===== src/rtl/usb_hid_pkg.sv =====
// Shared types and constants for the ASCII-to-HID keystroke generator.
package usb_hid_pkg;

  // 8-byte boot-keyboard report; modifier occupies bits [7:0], key1 bits [23:16].
  typedef struct packed {
    logic [7:0] key6;
    logic [7:0] key5;
    logic [7:0] key4;
    logic [7:0] key3;
    logic [7:0] key2;
    logic [7:0] key1;
    logic [7:0] reserved;
    logic [7:0] modifier;
  } hid_report_t;

  localparam logic [7:0]  HID_MOD_LSHIFT = 8'h02;
  localparam int unsigned LUT_SHIFT_BIT  = 7;
  localparam logic [7:0]  LUT_UNMAPPED   = 8'h00;

  typedef enum logic [2:0] {
    StIdle,
    StPress,
    StHold,
    StRelease,
    StGap
  } ks_state_e;

  // Build the press report for a mapped LUT entry.
  function automatic hid_report_t make_press(input logic [7:0] entry);
    hid_report_t r;
    r          = '0;
    r.modifier = entry[LUT_SHIFT_BIT] ? HID_MOD_LSHIFT : 8'h00;
    r.key1     = {1'b0, entry[6:0]};
    return r;
  endfunction

endpackage


===== src/rtl/ascii_hid_lut.sv =====
// Combinational US-layout ASCII to HID usage table.
// Entry format: bit7 = shift required, [6:0] = HID usage; 8'h00 = unmapped.
module ascii_hid_lut
  import usb_hid_pkg::*;
(
  input  logic [6:0] ascii_i,
  output logic [7:0] entry_o
);

  // Letter and digit ranges are arithmetic; everything else is an explicit entry.
  always_comb begin
    entry_o = LUT_UNMAPPED;
    if (ascii_i >= 7'h61 && ascii_i <= 7'h7a) begin
      entry_o = {1'b0, ascii_i - 7'h61 + 7'h04};
    end else if (ascii_i >= 7'h41 && ascii_i <= 7'h5a) begin
      entry_o = {1'b1, ascii_i - 7'h41 + 7'h04};
    end else if (ascii_i >= 7'h31 && ascii_i <= 7'h39) begin
      entry_o = {1'b0, ascii_i - 7'h31 + 7'h1e};
    end else begin
      case (ascii_i)
        7'h08:   entry_o = 8'h2a;  // backspace
        7'h11:   entry_o = 8'h5c;  // DC1 -> keypad left
        7'h12:   entry_o = 8'h5a;  // DC2 -> keypad down
        7'h13:   entry_o = 8'h60;  // DC3 -> keypad up
        7'h14:   entry_o = 8'h5e;  // DC4 -> keypad right
        7'h1b:   entry_o = 8'h29;  // escape
        7'h20:   entry_o = 8'h2c;
        7'h21:   entry_o = 8'h9e;
        7'h22:   entry_o = 8'hb4;
        7'h23:   entry_o = 8'ha0;
        7'h24:   entry_o = 8'ha1;
        7'h25:   entry_o = 8'ha2;
        7'h26:   entry_o = 8'ha4;
        7'h27:   entry_o = 8'h34;
        7'h28:   entry_o = 8'ha6;
        7'h29:   entry_o = 8'ha7;
        7'h2a:   entry_o = 8'ha5;
        7'h2b:   entry_o = 8'hae;
        7'h2c:   entry_o = 8'h36;
        7'h2d:   entry_o = 8'h2d;
        7'h2e:   entry_o = 8'h37;
        7'h2f:   entry_o = 8'h38;
        7'h30:   entry_o = 8'h27;
        7'h3a:   entry_o = 8'hb3;
        7'h3b:   entry_o = 8'h33;
        7'h3c:   entry_o = 8'hb6;
        7'h3d:   entry_o = 8'h2e;
        7'h3e:   entry_o = 8'hb7;
        7'h3f:   entry_o = 8'hb8;
        7'h40:   entry_o = 8'h9f;
        7'h5b:   entry_o = 8'h2f;
        7'h5c:   entry_o = 8'h31;
        7'h5d:   entry_o = 8'h30;
        7'h5e:   entry_o = 8'ha3;
        7'h5f:   entry_o = 8'had;
        7'h60:   entry_o = 8'h35;
        7'h7b:   entry_o = 8'haf;
        7'h7c:   entry_o = 8'hb1;
        7'h7d:   entry_o = 8'hb0;
        7'h7e:   entry_o = 8'hb5;
        7'h7f:   entry_o = 8'h4c;  // DEL -> delete forward
        default: entry_o = LUT_UNMAPPED;
      endcase
    end
  end

endmodule


===== src/rtl/ascii_hid_keystroke.sv =====
// Streaming ASCII-to-HID keystroke generator: FIFO, press/hold/release/gap sequencer,
// unmapped-character drop counter.
module ascii_hid_keystroke
  import usb_hid_pkg::*;
#(
  parameter int unsigned DEPTH       = 16,
  parameter int unsigned HOLD_CYCLES = 4,
  parameter int unsigned GAP_CYCLES  = 4,
  parameter int unsigned CNT_W       = 8
) (
  input  logic             clk,
  input  logic             rst_n,
  input  logic [6:0]       char_data,
  input  logic             char_valid,
  output logic             char_ready,
  input  logic             flush,
  output logic [63:0]      report_data,
  output logic             report_valid,
  input  logic             report_ready,
  output logic             busy,
  output logic             err_unmapped,
  output logic [CNT_W-1:0] drop_count
);

  localparam int unsigned PtrW    = $clog2(DEPTH);
  localparam int unsigned TmrMax  = (HOLD_CYCLES > GAP_CYCLES) ? HOLD_CYCLES : GAP_CYCLES;
  localparam int unsigned TmrW    = $clog2(TmrMax + 1);
  localparam logic [TmrW-1:0] HoldLoad = TmrW'(HOLD_CYCLES - 1);
  localparam logic [TmrW-1:0] GapLoad  = (GAP_CYCLES == 0) ? '0 : TmrW'(GAP_CYCLES - 1);

  logic [6:0]      mem_q [DEPTH];
  logic [PtrW-1:0] wr_ptr_q, wr_ptr_d, rd_ptr_q, rd_ptr_d;
  logic [PtrW:0]   count_q, count_d;
  logic            fifo_full, fifo_empty, push, pop;

  ks_state_e        state_q, state_d;
  logic [TmrW-1:0]  tmr_q, tmr_d;
  logic             valid_q, valid_d;
  hid_report_t      report_q, report_d;
  logic             err_q, err_d;
  logic [CNT_W-1:0] drop_q, drop_d;
  logic [7:0]       lut_entry;
  logic             accept;

  assign fifo_full  = (count_q == (PtrW + 1)'(DEPTH));
  assign fifo_empty = (count_q == '0);
  // A push during flush is discarded; the FIFO only pops while idle.
  assign push   = char_valid && !fifo_full && !flush;
  assign pop    = (state_q == StIdle) && !fifo_empty && !flush;
  assign accept = valid_q && report_ready;

  ascii_hid_lut u_lut (
    .ascii_i (mem_q[rd_ptr_q]),
    .entry_o (lut_entry)
  );

  // FIFO storage write; contents need no reset.
  always_ff @(posedge clk) begin
    if (push) begin
      mem_q[wr_ptr_q] <= char_data;
    end
  end

  // FIFO pointer and occupancy next-state.
  always_comb begin
    wr_ptr_d = wr_ptr_q;
    rd_ptr_d = rd_ptr_q;
    count_d  = count_q;
    if (flush) begin
      wr_ptr_d = '0;
      rd_ptr_d = '0;
      count_d  = '0;
    end else begin
      if (push) wr_ptr_d = wr_ptr_q + 1'b1;
      if (pop)  rd_ptr_d = rd_ptr_q + 1'b1;
      if (push && !pop)      count_d = count_q + 1'b1;
      else if (!push && pop) count_d = count_q - 1'b1;
    end
  end

  // Keystroke sequencer next-state; all outputs are registered.
  always_comb begin
    state_d  = state_q;
    tmr_d    = tmr_q;
    valid_d  = valid_q;
    report_d = report_q;
    err_d    = 1'b0;
    drop_d   = drop_q;
    unique case (state_q)
      StIdle: begin
        if (pop) begin
          if (lut_entry == LUT_UNMAPPED) begin
            err_d = 1'b1;
            if (drop_q != '1) drop_d = drop_q + CNT_W'(1);
          end else begin
            state_d  = StPress;
            valid_d  = 1'b1;
            report_d = make_press(lut_entry);
          end
        end
      end
      StPress: begin
        if (flush) begin
          // A press already seen by the host must still be released.
          report_d = '0;
          if (accept) begin
            state_d = StRelease;
          end else begin
            state_d = StIdle;
            valid_d = 1'b0;
          end
        end else if (accept) begin
          state_d  = StHold;
          valid_d  = 1'b0;
          report_d = '0;
          tmr_d    = HoldLoad;
        end
      end
      StHold: begin
        if (flush || tmr_q == '0) begin
          state_d  = StRelease;
          valid_d  = 1'b1;
          report_d = '0;
        end else begin
          tmr_d = tmr_q - 1'b1;
        end
      end
      StRelease: begin
        if (accept) begin
          valid_d = 1'b0;
          if (flush || GAP_CYCLES == 0) begin
            state_d = StIdle;
          end else begin
            state_d = StGap;
            tmr_d   = GapLoad;
          end
        end
      end
      StGap: begin
        if (flush || tmr_q == '0) begin
          state_d = StIdle;
        end else begin
          tmr_d = tmr_q - 1'b1;
        end
      end
      default: begin
        state_d = StIdle;
        valid_d = 1'b0;
      end
    endcase
  end

  // State registers.
  always_ff @(posedge clk or negedge rst_n) begin
    if (!rst_n) begin
      wr_ptr_q <= '0;
      rd_ptr_q <= '0;
      count_q  <= '0;
      state_q  <= StIdle;
      tmr_q    <= '0;
      valid_q  <= 1'b0;
      report_q <= '0;
      err_q    <= 1'b0;
      drop_q   <= '0;
    end else begin
      wr_ptr_q <= wr_ptr_d;
      rd_ptr_q <= rd_ptr_d;
      count_q  <= count_d;
      state_q  <= state_d;
      tmr_q    <= tmr_d;
      valid_q  <= valid_d;
      report_q <= report_d;
      err_q    <= err_d;
      drop_q   <= drop_d;
    end
  end

  assign char_ready   = !fifo_full;
  assign report_data  = report_q;
  assign report_valid = valid_q;
  assign busy         = !fifo_empty || (state_q != StIdle);
  assign err_unmapped = err_q;
  assign drop_count   = drop_q;

endmodule


===== config.mk =====
export PLATFORM = sky130hd
export DESIGN_NAME = ascii_hid_keystroke
export DESIGN_NICKNAME = d
export VERILOG_FILES = /design/src/rtl/usb_hid_pkg.sv /design/src/rtl/ascii_hid_lut.sv /design/src/rtl/ascii_hid_keystroke.sv
export SDC_FILE = /design/constraint.sdc
export NUM_CORES = 1
export LEC_CHECK = 0
export CAP_MARGIN = 5
export CORE_UTILIZATION = 42
export DETAILED_ROUTE_END_ITERATION = 8
export GPL_ROUTABILITY_DRIVEN = 0
export GPL_TIMING_DRIVEN = 0
export SLEW_MARGIN = 40
export SYNTH_ARGS = -nofsm -noshare
export SYNTH_HDL_FRONTEND = slang
export SYNTH_SLANG_ARGS = --single-unit

===== constraint.sdc =====
create_clock -name clk -period 4.87 [get_ports clk]
set_input_delay 0.7305 -clock clk [delete_from_list [all_inputs] [get_ports clk]]
set_output_delay 0.7305 -clock clk [all_outputs]
set_load 0.05 [all_outputs]

# Word-level counts from Yosys, hierarchy flattened
# Memories as Yosys holds them, arrays and structs flattened.
# Index checks and enable logic that the tools add are counted.
[word_totals]
mem_count = 2
output_inout_bits = 76
word_cells = 132
mem_bits_ro = 1024
in_bits = 12
reg_bits = 93
ram_bits = 112
[classes]
n_lt_le_gt_ge = 6
n_addsub = 12
n_reduce_logical = 33
n_eq_ne = 17
bitwise = 1
muxes = 45
[mem_list]
columns = ["memory", "depth", "width", "rd", "rd_ports_with_merged_regs", "wr", "line", "text"]
rows = [
  ["(name not given)", 128, 8, 1, 0, 0, "ascii_hid_lut.sv:20", "case (ascii_i)"],
  ["mem_q", 16, 7, 1, 0, 1, "ascii_hid_keystroke.sv:31", "logic [6:0] mem_q [DEPTH];"],
]
[op_table]
columns = ["op", "n"]
rows = [
  ["$mux W64", 5],
  ["$pmux W64 S3", 1],
  ["$mux W3", 13],
  ["$mux W8", 3],
  ["$ne A2 B2 Y1 const B", 9],
  ["$mux W4", 4],
  ["$mux W5", 3],
  ["$pmux W3 S5", 1],
  ["$add A7 B3 Y7 const B", 2],
  ["$ge A7 B7 Y1 const B", 2],
  ["$le A7 B7 Y1 const B", 2],
  ["$sub A7 B7 Y7 const B", 2],
  ["$reduce_and A6 Y1", 2],
  ["$reduce_bool A3 Y1", 4],
  ["$mux W1", 11],
  ["$logic_and A1 B1 Y1", 10],
  ["$reduce_and A5 Y1", 2],
  ["$pmux W3 S3", 1],
  ["$add A4 B1 Y4 const B", 2],
  ["$add A8 B1 Y8 const B", 1],
  ["$logic_not A8 Y1", 1],
  ["$ne A8 B8 Y1 const B", 1],
  ["$add A7 B5 Y7 const B", 1],
  ["$ge A7 B6 Y1 const B", 1],
  ["20 further kinds", 30],
]

# Longest topological paths before layout
# Gate-level depths: netlist of the first run.
# An unclocked memory read counts as a cell.
[logic_depth]
word_depth = 10
depth_mapped = 20
depth_no_buf = 17

# Hierarchy
# A second synthesis of the first run with hierarchy kept.
[unflattened]
hier_cells = 679
area_unflattened_um2 = 8090.3
[by_module_without_submodules]
columns = ["mod", "seq_area_each_um2", "cells_each", "instances", "area_per_inst_um2"]
rows = [
  ["ascii_hid_keystroke", 4289.1, 507, 1, 6982.9],
  ["ascii_hid_lut", 0.0, 172, 1, 1107.3],
]

# Worst setup path before layout of the first run
# Ideal clock, no wire load.
[synth_timing]
path_kind = "register to register"
start = "register rd_ptr_q[0]"
end = "register drop_q[1] (netlist: drop_count[1])"
required_time_ps = 4743
path_slack_ps = 815
n_path_buf = 2
stages_incl_launch_ff = 19
t_arrival_ps = 3927
setup_time_ps = 127
path_cell_list = "dfrtp_1 > buf_6 > mux4_2 > mux2_2 > nor2_1 > or2_1 > buf_6 > inv_6 > ha_1 > nor3_1 > a2bb2oi_1 > nand4_2 > o311ai_4 > o211ai_1 > a32oi_1 > o211ai_2 > nor3_4 > and2_4 > mux2_1"
[synth_via]
elab_chain_len = 8
word_cells_on_any_way = 22
classes_between = "add/sub: 6; order compare: 6; mux: 3; reduce/logical: 5; memory: 2"
[synth_rtl]
columns = ["element", "line", "text"]
rows = [
  ["start, declared", "ascii_hid_keystroke.sv:32", "logic [PtrW-1:0] wr_ptr_q, wr_ptr_d, rd_ptr_q, rd_ptr_d;"],
  ["start signal, assigned", "ascii_hid_keystroke.sv:167", "rd_ptr_q <= rd_ptr_d;"],
  ["$mem_v2 Z16 W7 *", "--", ""],
  ["$sub A7 B6 Y7 (tied with other cells)", "ascii_hid_lut.sv:18", "entry_o = {1'b0, ascii_i - 7'h31 + 7'h1e};"],
  ["$add A7 B5 Y7 or $logic_and A1 B1 Y1 (tied branches)", "ascii_hid_lut.sv:18, ascii_hid_lut.sv:17", ""],
  ["$mux W8", "ascii_hid_lut.sv:17", "end else if (ascii_i >= 7'h31 && ascii_i <= 7'h39) begin"],
  ["$mux W8", "ascii_hid_lut.sv:15", "end else if (ascii_i >= 7'h41 && ascii_i <= 7'h5a) begin"],
  ["$mux W8 *", "ascii_hid_lut.sv:13", "if (ascii_i >= 7'h61 && ascii_i <= 7'h7a) begin"],
  ["$logic_not A8 Y1 *", "ascii_hid_keystroke.sv:92", "if (lut_entry == LUT_UNMAPPED) begin"],
  ["$reduce_and A4 Y1 (no line) *", "--", ""],
  ["end signal, assigned", "ascii_hid_keystroke.sv:174", "drop_q <= drop_d;"],
  ["end, declared", "ascii_hid_keystroke.sv:41", "logic [CNT_W-1:0] drop_q, drop_d;"],
]
# Every way passes the cells marked *; elsewhere a longest branch is shown, timed or not.
# A chain may end at the register's enable or synchronous reset.

# Worst setup path after layout of the first run
[layout_timing]
start = "register rd_ptr_q[1]"
end = "register drop_q[1] (netlist: drop_count[1])"
# Same word-level chain as after synthesis.

==> results of run 1 <==
metal layers:
layer | routed length, um | vias up | GRT usage, %
li1 | - | 2753 | -
met1 | 8415 | 2842 | 26.12
met2 | 9759 | 261 | 33.80
met3 | 1202 | 43 | 3.032
met4 | 391 | 0 | 6.607
met5 | 0 | - | 0
logic make-up (layout without fill, tap and decap cells):
| group | count (synthesis) | in the layout | synth area share (%) |
|---|---|---|---|
| xor+xnor | 25 | 25 | 2.594 |
| flops | 149 | 149 | 50.82 |
| buf+inv | 118 | 182 | 9.458 |
| mux | 55 | 55 | 8.123 |
| simple gates | 190 | 190 | 11.64 |
| other cells | 1 | 56 | 0.04443 |
| fa+ha+maj | 22 | 22 | 3.350 |
| compound gates | 149 | 149 | 13.98 |
power by group:
group	internal, mW	switching (mW)	leakage, nW
sequential	1.46	0.0581	1.50
clock	0.864	0.505	0.303
combinational	0.736	1.26	1.95
total	3.06	1.82	3.76
state kept, by name, summed over array words and instances, names as in the netlist:
register	cells
count_q	5
drop_count	8
err_unmapped	1
mem_q	112
rd_ptr_q	4
report_data	8
report_valid	1
state_q	3
tmr_q	3
wr_ptr_q	4
timing repair:
item,CTS,global route
buffers inserted,0,1
pin swaps,1,1
endpoints found under the hold margin,0,0
gates resized for setup,0,7
endpoints found under the setup margin,1,15
cells in the final DEF (no fill, tap or decap), drive strengths merged, types with 6 or more instances in the layout:
cell / instances
a211oi: 6
a21o: 9
a21oi: 23
a22oi: 13
and2: 8
buf: 81
clkbuf: 29
clkdlybuf4s50: 30
clkinv: 6
conb: 56
dfrtp: 37
edfxtp: 112
ha: 21
inv: 31
mux2: 8
mux2i: 37
mux4: 10
nand2: 52
nand3: 14
nand4: 9
nor2: 49
nor2b: 9
nor3: 19
o211ai: 7
o21ai: 16
o22ai: 14
o311ai: 6
o31ai: 6
xnor2: 18
xor2: 7
worst max-delay path by stage:
stage / end / slack (ns)
2_1_floorplan: drop_count[1]$_DFFE_PN0P_ / 0.82
3_3_place_gp: drop_count[1]$_DFFE_PN0P_ / 0.03
3_5_place_dp: drop_count[1]$_DFFE_PN0P_ / -0.02
4_1_cts: drop_count[1]$_DFFE_PN0P_ / 0.006
5_1_grt: report_data[18]$_DFFE_PN0P_ / 0.02
6_report: drop_count[1]$_DFFE_PN0P_ / 0.20
worst register-to-register path: cells and delay by family (launching register included):
family | cells | cell delay (ns)
AOI/OAI and AO/OA | 6 | 1.45
adders and majority gates | 1 | 0.29
buffers and inverters | 6 | 0.89
DFF | 1 | 0.40
muxes | 3 | 0.62
and+or+nand+nor | 4 | 0.92
cell type report:
class / count / area, sq um
Buffer: 90 / 688.2
Clock buffer: 18 / 429.2
Clock inverter: 14 / 197.7
Fill cell: 1705 / 9572
Inverter: 28 / 112.6
Multi-Input combinational cell: 497 / 3655
Sequential cell: 149 / 4289
Tap cell: 265 / 331.6
Timing Repair Buffer: 32 / 315.3
stage by stage:
step	hold WS, ns	area, sq um
floorplan	0.4349	8647
global placement	0.4553	9289
detailed placement	0.4947	9329
CTS	0.2879	9956
global route	0.3036	10020
finish	0.2821	10020
==> summary.md, run 1 <==
| Metric | Value |
|---|---|
| Synth area leader | edfxtp_1 |
| Die H | between 100 and 150 um |
| Non-Filler Instances | ~1100 |
| Sequential share of the synthesized area | between 50 and 60% |
| Tcrit/Tclk final | between 90% and 100% |
| Worst R2R Setup Slack | just under 0.2 ns |
| Library cells used by synthesis | 95 |
| Worst Reg-to-Reg Cells | 20 |
| Worst-Skew Late Latency | approximately 0.41 ns |
| H-tree levels | 4 |
| Synth Cell Area | ~8400 sq um |
| Synth area leaders | edfxtp_1 40%, dfrtp_1 11%, buf_4 5.4% |
| Worst Tran Pin Value | roughly 0.8 ns |
| Fin worst setup slack | 0.1955 ns |
| Crit path buffers/inverters | 6 |
| YS warnings | 0 |
| Root Buffer | clkbuf_16 |
| Antenna Nets Post-Route | 0 |
| IO buf count | 31 |
| Slew margin rel. | 47.22% |
| Minimum clock period | ~4.7 ns |
| DP HPWL | 14120 um |
| Core Rows | 51 |
| Initial antenna violation count | 0 |
| Antenna cell count | 0 |
| WL final | ~20000 um |
| Ys async rst share | 24.83% |
| Crit path largest cell delay | ~0.40 ns |
| Worst-path clk slew | ~0.060 ns |
| 1st-iter DRT viols | approximately 560 |
| VDD IR-drop max | 0.0003308 V |
| CTS tree | built |
| Synth top area share | 39.85% |
| Count leader, synth | edfxtp_1 |
| First-pass GRT wire length | roughly 31000 um |
| Wirelength per Cell | 18.09 um |
| CP max-delay cell | dfrtp_1 |
| Global route total overflow | 0 |
| Pleak | 3.755 nW |
| Predominant post-synthesis flop cell | edfxtp_1 |
| CP Data Arrival Time | about 5 ns |
| Family with the most delay on the worst path | compound AO/OA/AOI/OAI gates |
| Die width | 143.8 um |
| Maximum clock insertion buffer count | 2 |
| Starting density of the core | approximately 43% |
| Router iterations before antenna repair | 6 |
| Cts hold-fix bufs | 0 |
| Hold Path Class | in -> async |
| Place WS | -0.02090 ns |
| Highest clock rate | ~210 MHz |
| # setup viols final | 0 |
| Power, Total | approximately 4.9 mW |
| Synth Register Bits | around 150 |
| Clock skew | around 0.0094 ns |
| Setup TNS Final | 0 ns |
| Via/cell ratio | 5.397 |
| CP Max Fanout | 10 |
| Worst r2r src | rd_ptr_q[1]$_DFFE_PN0P_ |
| Final hold violation count | 0 |
| Status | finished clean |
| TritonCTS Buffers | 17 |
| Final core occ | approximately half |
| CP startpoint | rd_ptr_q[1]$_DFFE_PN0P_ |
| Crit path capture type | register |
| Critical Path Start Type | register |
| Max Cap Viol | 0 |
| Cell count after synthesis | between 700 and 800 |
| Syn avg cell area | 11.90 sq um |
| Via count | approximately 6000 |
| Worst EP required | ~5.2 ns |
| Critical Path Stages | 20 |
| Largest net degree at the start of global routing | 38 |
| Worst-path cell chain | buf_6 > buf_12 > buf_12 > buf_8 > mux2i_1 > a22oi_1 > nand3_1 > o21a_1 > inv_4 > ha_2 > inv_1 > mux2i_1 > a2bb2oi_2 > a221oi_1 > o31ai_1 > a31o_1 > nand4b_2 > nor3_4 > and2_4 > mux2_1 |
| Share of layout cells above drive strength 1 | between 20% and 30% |
| # IOs | just under 90 |
| Number of synthesized flops with an enable pin | ~110 |
| DRC | 0 |
| R2r endpoint | drop_count[1]$_DFFE_PN0P_ |
| Final Slew Violations | 0 |
| CORE AREA | around 20000 sq um |
| Area grow syn2layout | 18.69% |
| Clk sink count | between 100 and 150 |
| Vias in the first global route | around 5700 |
| Cell Pwr Density | between 400 and 500 nW/um^2 |
| Global-route usage over all layers | 19.96% |
| Most frequent cells after synthesis | 112 x edfxtp_1, 61 x buf_4, 48 x nand2_1 |
| Die area | slightly above 20000 sq um |
| CP Class | reg -> reg |
| Placed Cells incl. Taps | between 1000 and 1500 |
| Net count, final | roughly 850 |
| RSZ-0062 raised after global routing | false |
(Power assumes the default switching activity.)
==> inputs of run 2 (changes only) <==
--- a/config.mk
+++ b/config.mk
@@ -6,10 +6,12 @@
 export NUM_CORES = 1
 export LEC_CHECK = 0
 export CAP_MARGIN = 5
+export CORE_MARGIN = 2
 export CORE_UTILIZATION = 42
 export DETAILED_ROUTE_END_ITERATION = 8
 export GPL_ROUTABILITY_DRIVEN = 0
 export GPL_TIMING_DRIVEN = 0
+export SKIP_CTS_REPAIR_TIMING = 1
 export SLEW_MARGIN = 40
 export SYNTH_ARGS = -nofsm -noshare
 export SYNTH_HDL_FRONTEND = slang
==> summary.md, run 2 (synthesized netlist as in run 1, its figures left out) <==
| Metric | Value |
|---|---|
| Critical Path Start Type | register |
| Clock power share | 26.0% (-2.0 points) |
| Final hold violation count | 0 (unchanged) |
| Net count, final | 850 (+0.12%) |
| Share of layout cells above drive strength 1 | 23.28% (-0.028 points) |
| Wirelength per Cell | 18.27 um (+1.0%) |
| Final Slew Violations | 0 (unchanged) |
| CP Data Arrival Time | 4.96 ns (about the same) |
| 1st-iter DRT viols | 736 (+31%) |
| # setup viols final | 0 (unchanged) |
| Sw Ratio | 38.77% (+1.4 points) |
| Via/cell ratio | 5.510 (+2.1%) |
| P_int | 2.903 mW (-5.0%) |
| Cell Pwr Density | 475.2 nW/um^2 (-2.4%) |
| DRC | 0 (unchanged) |
| Clk sink count | 149 (unchanged) |
| CTS tree | built |
| Worst-Skew Late Latency | 0.42 ns (about the same) |
| First-pass GRT wire length | 31410 um (+1.3%) |
| Highest clock rate | 214.7 MHz (+0.36%) |
| IO buf count | 31 (unchanged) |
| Status | finished clean |
| Area grow syn2layout | 18.20% |
| Leading cell type in the layout, fill and taps excluded | edfxtp_1 |
| Global-route usage over all layers | 18.91% (-1.0 points) |
| Vias in the first global route | 5755 (+0.44%) |
| Pleak | 3.724 nW (-0.82%) |
| Setup TNS Final | 0 ns (unchanged) |
| Wire length on met2 | 9696 um (-0.65%) |
| Starting density of the core | 43.09% (unchanged) |
| Die width | 145.8 um (+1.4%) |
| TritonCTS Buffers | 17 (unchanged) |
| Crit path capture type | register |
| Worst-path clk slew | 0.06 ns (about the same) |
| Max Cap Viol | 0 (unchanged) |
| Slew margin rel. | 43.86% (-3.4 points) |
| Global route total overflow | 0 (unchanged) |
| Sequential share of power | 32.0% (+0.9 points) |
| Max FFs per register | 112 (unchanged) |
| Register name with the most flops | mem_q |
| Highest routed layer | met4 |
| VDD IR-drop max | 0.0003267 V (-1.2%) |
| DP HPWL | 14270 um (+1.1%) |
| R2r endpoint | drop_count[1]$_DFFE_PN0P_ |
| Comb power frac | 42.0% (+1.1 points) |
| Root Buffer | clkbuf_16 |
| Largest net degree at the start of global routing | 24 (-37%) |
| WL final | 19990 um (+1.1%) |
| H-tree levels | 4 (unchanged) |
| CP Class | reg -> reg |
| Die area | 21250 sq um (+2.8%) |
| Design area | 9977 sq um (-0.41%) |
| # IOs | 88 (unchanged) |
| Initial antenna violation count | 0 (unchanged) |
| Most frequent cells in the layout | 112 x edfxtp_1, 62 x buf_4, 56 x conb_1 |
| Minimum clock period | 4.658 ns (-0.01674 ns) |
| Net load switching power | 1.838 mW (+0.87%) |
| Die H | 145.8 um (+1.4%) |
| Tcrit/Tclk final | 95.64% (-0.34 points) |
| Clock skew | 0.008958 ns (-0.0004885 ns) |
| Core Rows | 51 (unchanged) |
| Worst r2r src | rd_ptr_q[1]$_DFFE_PN0P_ |
| Worst Reg-to-Reg Cells | 20 (unchanged) |
| CORE AREA | 19590 sq um (unchanged) |
| Worst Tran Pin Value | 0.8390 ns (+0.05016 ns) |
| Worst EP required | 5.18 ns (+0.02 ns) |
| Antenna cell count | 0 (unchanged) |
| M1 wire length | 8494 um (+0.94%) |
| Via count | 6028 (+2.2%) |
| Fillers | 1700 (-0.29%) |
| Hold Path Class | in -> async |
| Worst R2R Setup Slack | 0.21 ns (+0.02 ns) |
| Maximum clock insertion buffer count | 2 (unchanged) |
| Router iterations before antenna repair | 7 (+1) |
| Antenna Nets Post-Route | 0 (unchanged) |
| DR WL met3 | 1299 um (+8.1%) |
| RSZ-0062 raised after global routing | false |
| CP Max Fanout | 10 (unchanged) |
| Placed Area | 9346 sq um (+0.19%) |
run 2: cell types whose count changed in the layout (fill, tap and decap cells not counted), moves of 2 or more:
cell / before / now
bufinv_16: 4 / 1
a22oi_1: 6 / 4
clkinvlp_4: 1 / 4
nor2_2: 13 / 11
a22oi_2: 7 / 9
nor2_1: 35 / 37
run 2: cell type report:
type | count | area (sq um) | share of cell area (%)
clock inverter | 13 | 123.9 | 1.242
inverter | 28 | 112.6 | 1.129
multi-input combinational | 497 | 3659 | 36.67
buffer | 90 | 688.2 | 6.897
clock buffer | 19 | 432.9 | 4.339
tap | 265 | 331.6 | 3.323
timing repair buffer | 33 | 340.3 | 3.411
sequential | 149 | 4289 | 42.99
run 2: critical path: stages (launching register included):
cell and delay, ns:
dfrtp_1 0.40, buf_6 0.15, buf_12 0.14, buf_12 0.15, buf_8 0.15, mux2i_1 0.13
a22oi_2 0.25, nand3_1 0.12, o21a_1 0.23, inv_4 0.17, ha_2 0.29, inv_1 0.11
mux2i_1 0.14, a2bb2oi_1 0.32, a221oi_1 0.15, o31ai_1 0.32, a31o_1 0.23, nand4b_2 0.21
nor3_4 0.33, and2_4 0.21, mux2_1 0.31
run 2: metrics by stage:
step / power, mW / setup slack, ns / instances / util, % / hold WS [ns]
2_1_floorplan: 3.014 / 0.8154 / 764 / - / 0.4349
3_3_place_gp: 3.436 / 0.02823 / 1060 / 47.42 / 0.4555
3_5_place_dp: 3.476 / 0.001174 / 1061 / 47.71 / 0.5005
4_1_cts: 4.705 / -0.02285 / 1093 / 50.55 / 0.2289
5_1_grt: 4.986 / 0.05880 / 1094 / 50.93 / 0.2370
6_report: 4.741 / 0.2123 / 1094 / 50.93 / 0.2255
run 2: worst max-delay path by stage:
stage,from,to,cells past startpoint
5_1_grt,rd_ptr_q[1]$_DFFE_PN0P_,drop_count[1]$_DFFE_PN0P_,20
3_5_place_dp,rd_ptr_q[1]$_DFFE_PN0P_,drop_count[1]$_DFFE_PN0P_,20
4_1_cts,rd_ptr_q[1]$_DFFE_PN0P_,drop_count[1]$_DFFE_PN0P_,20
2_1_floorplan,rd_ptr_q[0]$_DFFE_PN0P_,drop_count[1]$_DFFE_PN0P_,18
3_3_place_gp,rd_ptr_q[1]$_DFFE_PN0P_,drop_count[1]$_DFFE_PN0P_,20
6_report,rd_ptr_q[1]$_DFFE_PN0P_,drop_count[1]$_DFFE_PN0P_,20
run 2: power groups by stage:
| stage | Clock (mW) | Combinational [mW] | Sequential (mW) |
|---|---|---|---|
| floorplan | 0 | 1.37 | 1.64 |
| global placement | 0 | 1.90 | 1.54 |
| detailed placement | 0 | 1.93 | 1.54 |
| CTS | 1.25 | 1.94 | 1.52 |
| global route | 1.31 | 2.15 | 1.53 |
| finish | 1.23 | 1.99 | 1.52 |
run 2: layer usage:
metal  vias to the layer above  track usage (%)
met5                         -                0
met4                         0            7.794
li1                       2759                -
met2                       299            30.94
met1                      2916            24.54
met3                        54            3.918
==> inputs of run 3 (changes only) <==
==> constraint.sdc (replaced) <==
create_clock -name clk -period 4.87 [get_ports clk]
set_input_delay 0.7305 -clock clk [delete_from_list [all_inputs] [get_ports clk]]
set_output_delay 0.7305 -clock clk [all_outputs]
set_load 0.01 [all_outputs]
==> results of run 3 <==
Same layout as run 2 (identical final DEF). Status: finished clean.
Main changes from that run: total power 4.741 mW -> 4.554 mW
==> edit (flow settings as in run 1) <==
`CNT_W`: 8 -> 10.
--- a/src/rtl/ascii_hid_keystroke.sv
+++ b/src/rtl/ascii_hid_keystroke.sv
@@ -6,7 +6,7 @@
   parameter int unsigned DEPTH       = 16,
   parameter int unsigned HOLD_CYCLES = 4,
   parameter int unsigned GAP_CYCLES  = 4,
-  parameter int unsigned CNT_W       = 8
+  parameter int unsigned CNT_W       = 10
 ) (
   input  logic             clk,
   input  logic             rst_n,
Interface: changed (resized drop_count); port bits go from 88 to 90. The function was not compared with the original's and may differ.
==> edit against run 1 <==
Wire length up 5.7%; final area is 2.4% higher; total power grew 1.9%; area after synthesis grew 1.2%; critical path type unchanged; global-route usage grew 0.89 points; combinational power up 10%; fmax fell by 1.5%; worst setup slack got worse by 0.073 ns; sequential cell count grew 2.
==> edit: results (changes against run 1) <==
stage;metric;value;unit;change
outcome;status;completed;;
setup_path;r2r_slack;0.12;ns;-0.07 ns
timing;worst_hold_slack;0.271;ns;-0.0111 ns
detailed_routing;dr_wl_met3;1220;um;+1.4%
setup_path;timing.rr.start;rd_ptr_q[0];;
detailed_routing;wl_per_cell;18.7;um;+3.2%
place;dpl_cell_area;0.00943;mm2;+1.0%
setup_path;rr_endpoint;report_valid;;
global_routing;grt_pass1_vias;5848;;+2.1%
setup_path;cp.arrival;5.05;ns;+0.08 ns
pwr;p_leak;3.92;nW;+4.5%
pwr;peakVddDrop;278;uV;-16%
clocking;postCtsSetupBuffers;4;;+4
global_routing;met2_usage;0.344;;+0.00561
logic_synthesis;async_reset_ff_frac;0.258;;+0.00996
detailed_routing;dr_wl_met2;10200;um;+5.0%
logic_synthesis;synth_seq_area_share;0.508;;about the same
pwr;power.switching;1.98;mW;+8.9%
detailed_routing;first_pass_iters;7;;+1
detailed_routing;wl_met1;8910;um;+5.8%
logic_synthesis;syn_inst;716;;+0.99%
clocking;ctsResizeCount;9;;+9
detailed_routing;num_vias;6175;;+4.7%
global_routing;grt_max_degree;40;;+5.3%
layout;fin_nets;876;;+3.2%
global_routing;gr-usage-all-layers;0.208;;+0.00890
setup_path;path_max_fanout;9;;-1
place;hpwl;14600;um;+3.5%
clocking;cts_made_buffers;17;;unchanged
global_routing;grt_first_pass_wirelength;32300;um;+4.1%
setup_path;max_stage_delay;0.61;ns;+0.21 ns
layout;drive_above_1_share;0.230;;-0.00268
layout;fillers;1689;;-0.94%
place;pre_cts_ws;-0.593;ns;-0.572 ns
global_routing;use_met3;0.0354;;+0.00511
timing;finClkSkew;0.0113;ns;+0.00186 ns
setup_path;slowest_stage;or4b_4;;
timing;worst_slew_pin_slew;0.874;ns;+0.0848 ns
## edit: changes by cell type in the layout (fill, tap and decap cells not counted), sizes merged, moves of 9 or more
cell	before	now
buf	81	98
o22ai	14	1
nand3	14	26
and3	5	14
mux4	10	19
o21ai	16	25
## edit: area by class of cell
type / instances / area (um2) / area share
Clock inverter: 14 / 114 / 0.0111
Clock buffer: 18 / 429 / 0.0418
Tap cell: 265 / 332 / 0.0323
Sequential cell: 151 / 4340 / 0.423
Buffer: 90 / 646 / 0.0629
Inverter: 21 / 87.6 / 0.00854
Timing Repair Buffer: 55 / 493 / 0.0481
Multi-Input combinational cell: 506 / 3820 / 0.372
## edit: how the worst max path moves through the flow
stage | from | to | slack (ns) | cells past startpoint
after detailed placement | rd_ptr_q[3] | report_data[21] | -0.59 | 17
after CTS | rd_ptr_q[0] | report_valid | 0.01 | 18
after global routing | rd_ptr_q[0] | report_valid | -0.02 | 19
after global placement | rd_ptr_q[3] | report_data[21] | -0.46 | 17
final | rd_ptr_q[0] | report_valid | 0.12 | 16
after floorplan | rd_ptr_q[0] | report_valid | 0.56 | 19
## edit: power by group through the flow
stage | Combinational (mW) | Clock [mW] | Sequential, mW
6_report | 2.20 | 1.22 | 1.55
2_1_floorplan | 1.44 | 0 | 1.65
4_1_cts | 2.07 | 1.25 | 1.54
3_5_place_dp | 2.01 | 0 | 1.57
5_1_grt | 2.38 | 1.30 | 1.55
3_3_place_gp | 1.98 | 0 | 1.56
## edit: kinds of logic after synthesis
kind of cell,count (synthesis),synth area share
xor+xnor,25,0.0256
buf+inv,114,0.0831
other cells,1,0.000439
simple gates,199,0.122
flops,151,0.508
compound gates,152,0.132
mux,52,0.0951
fa+ha+maj,22,0.0331
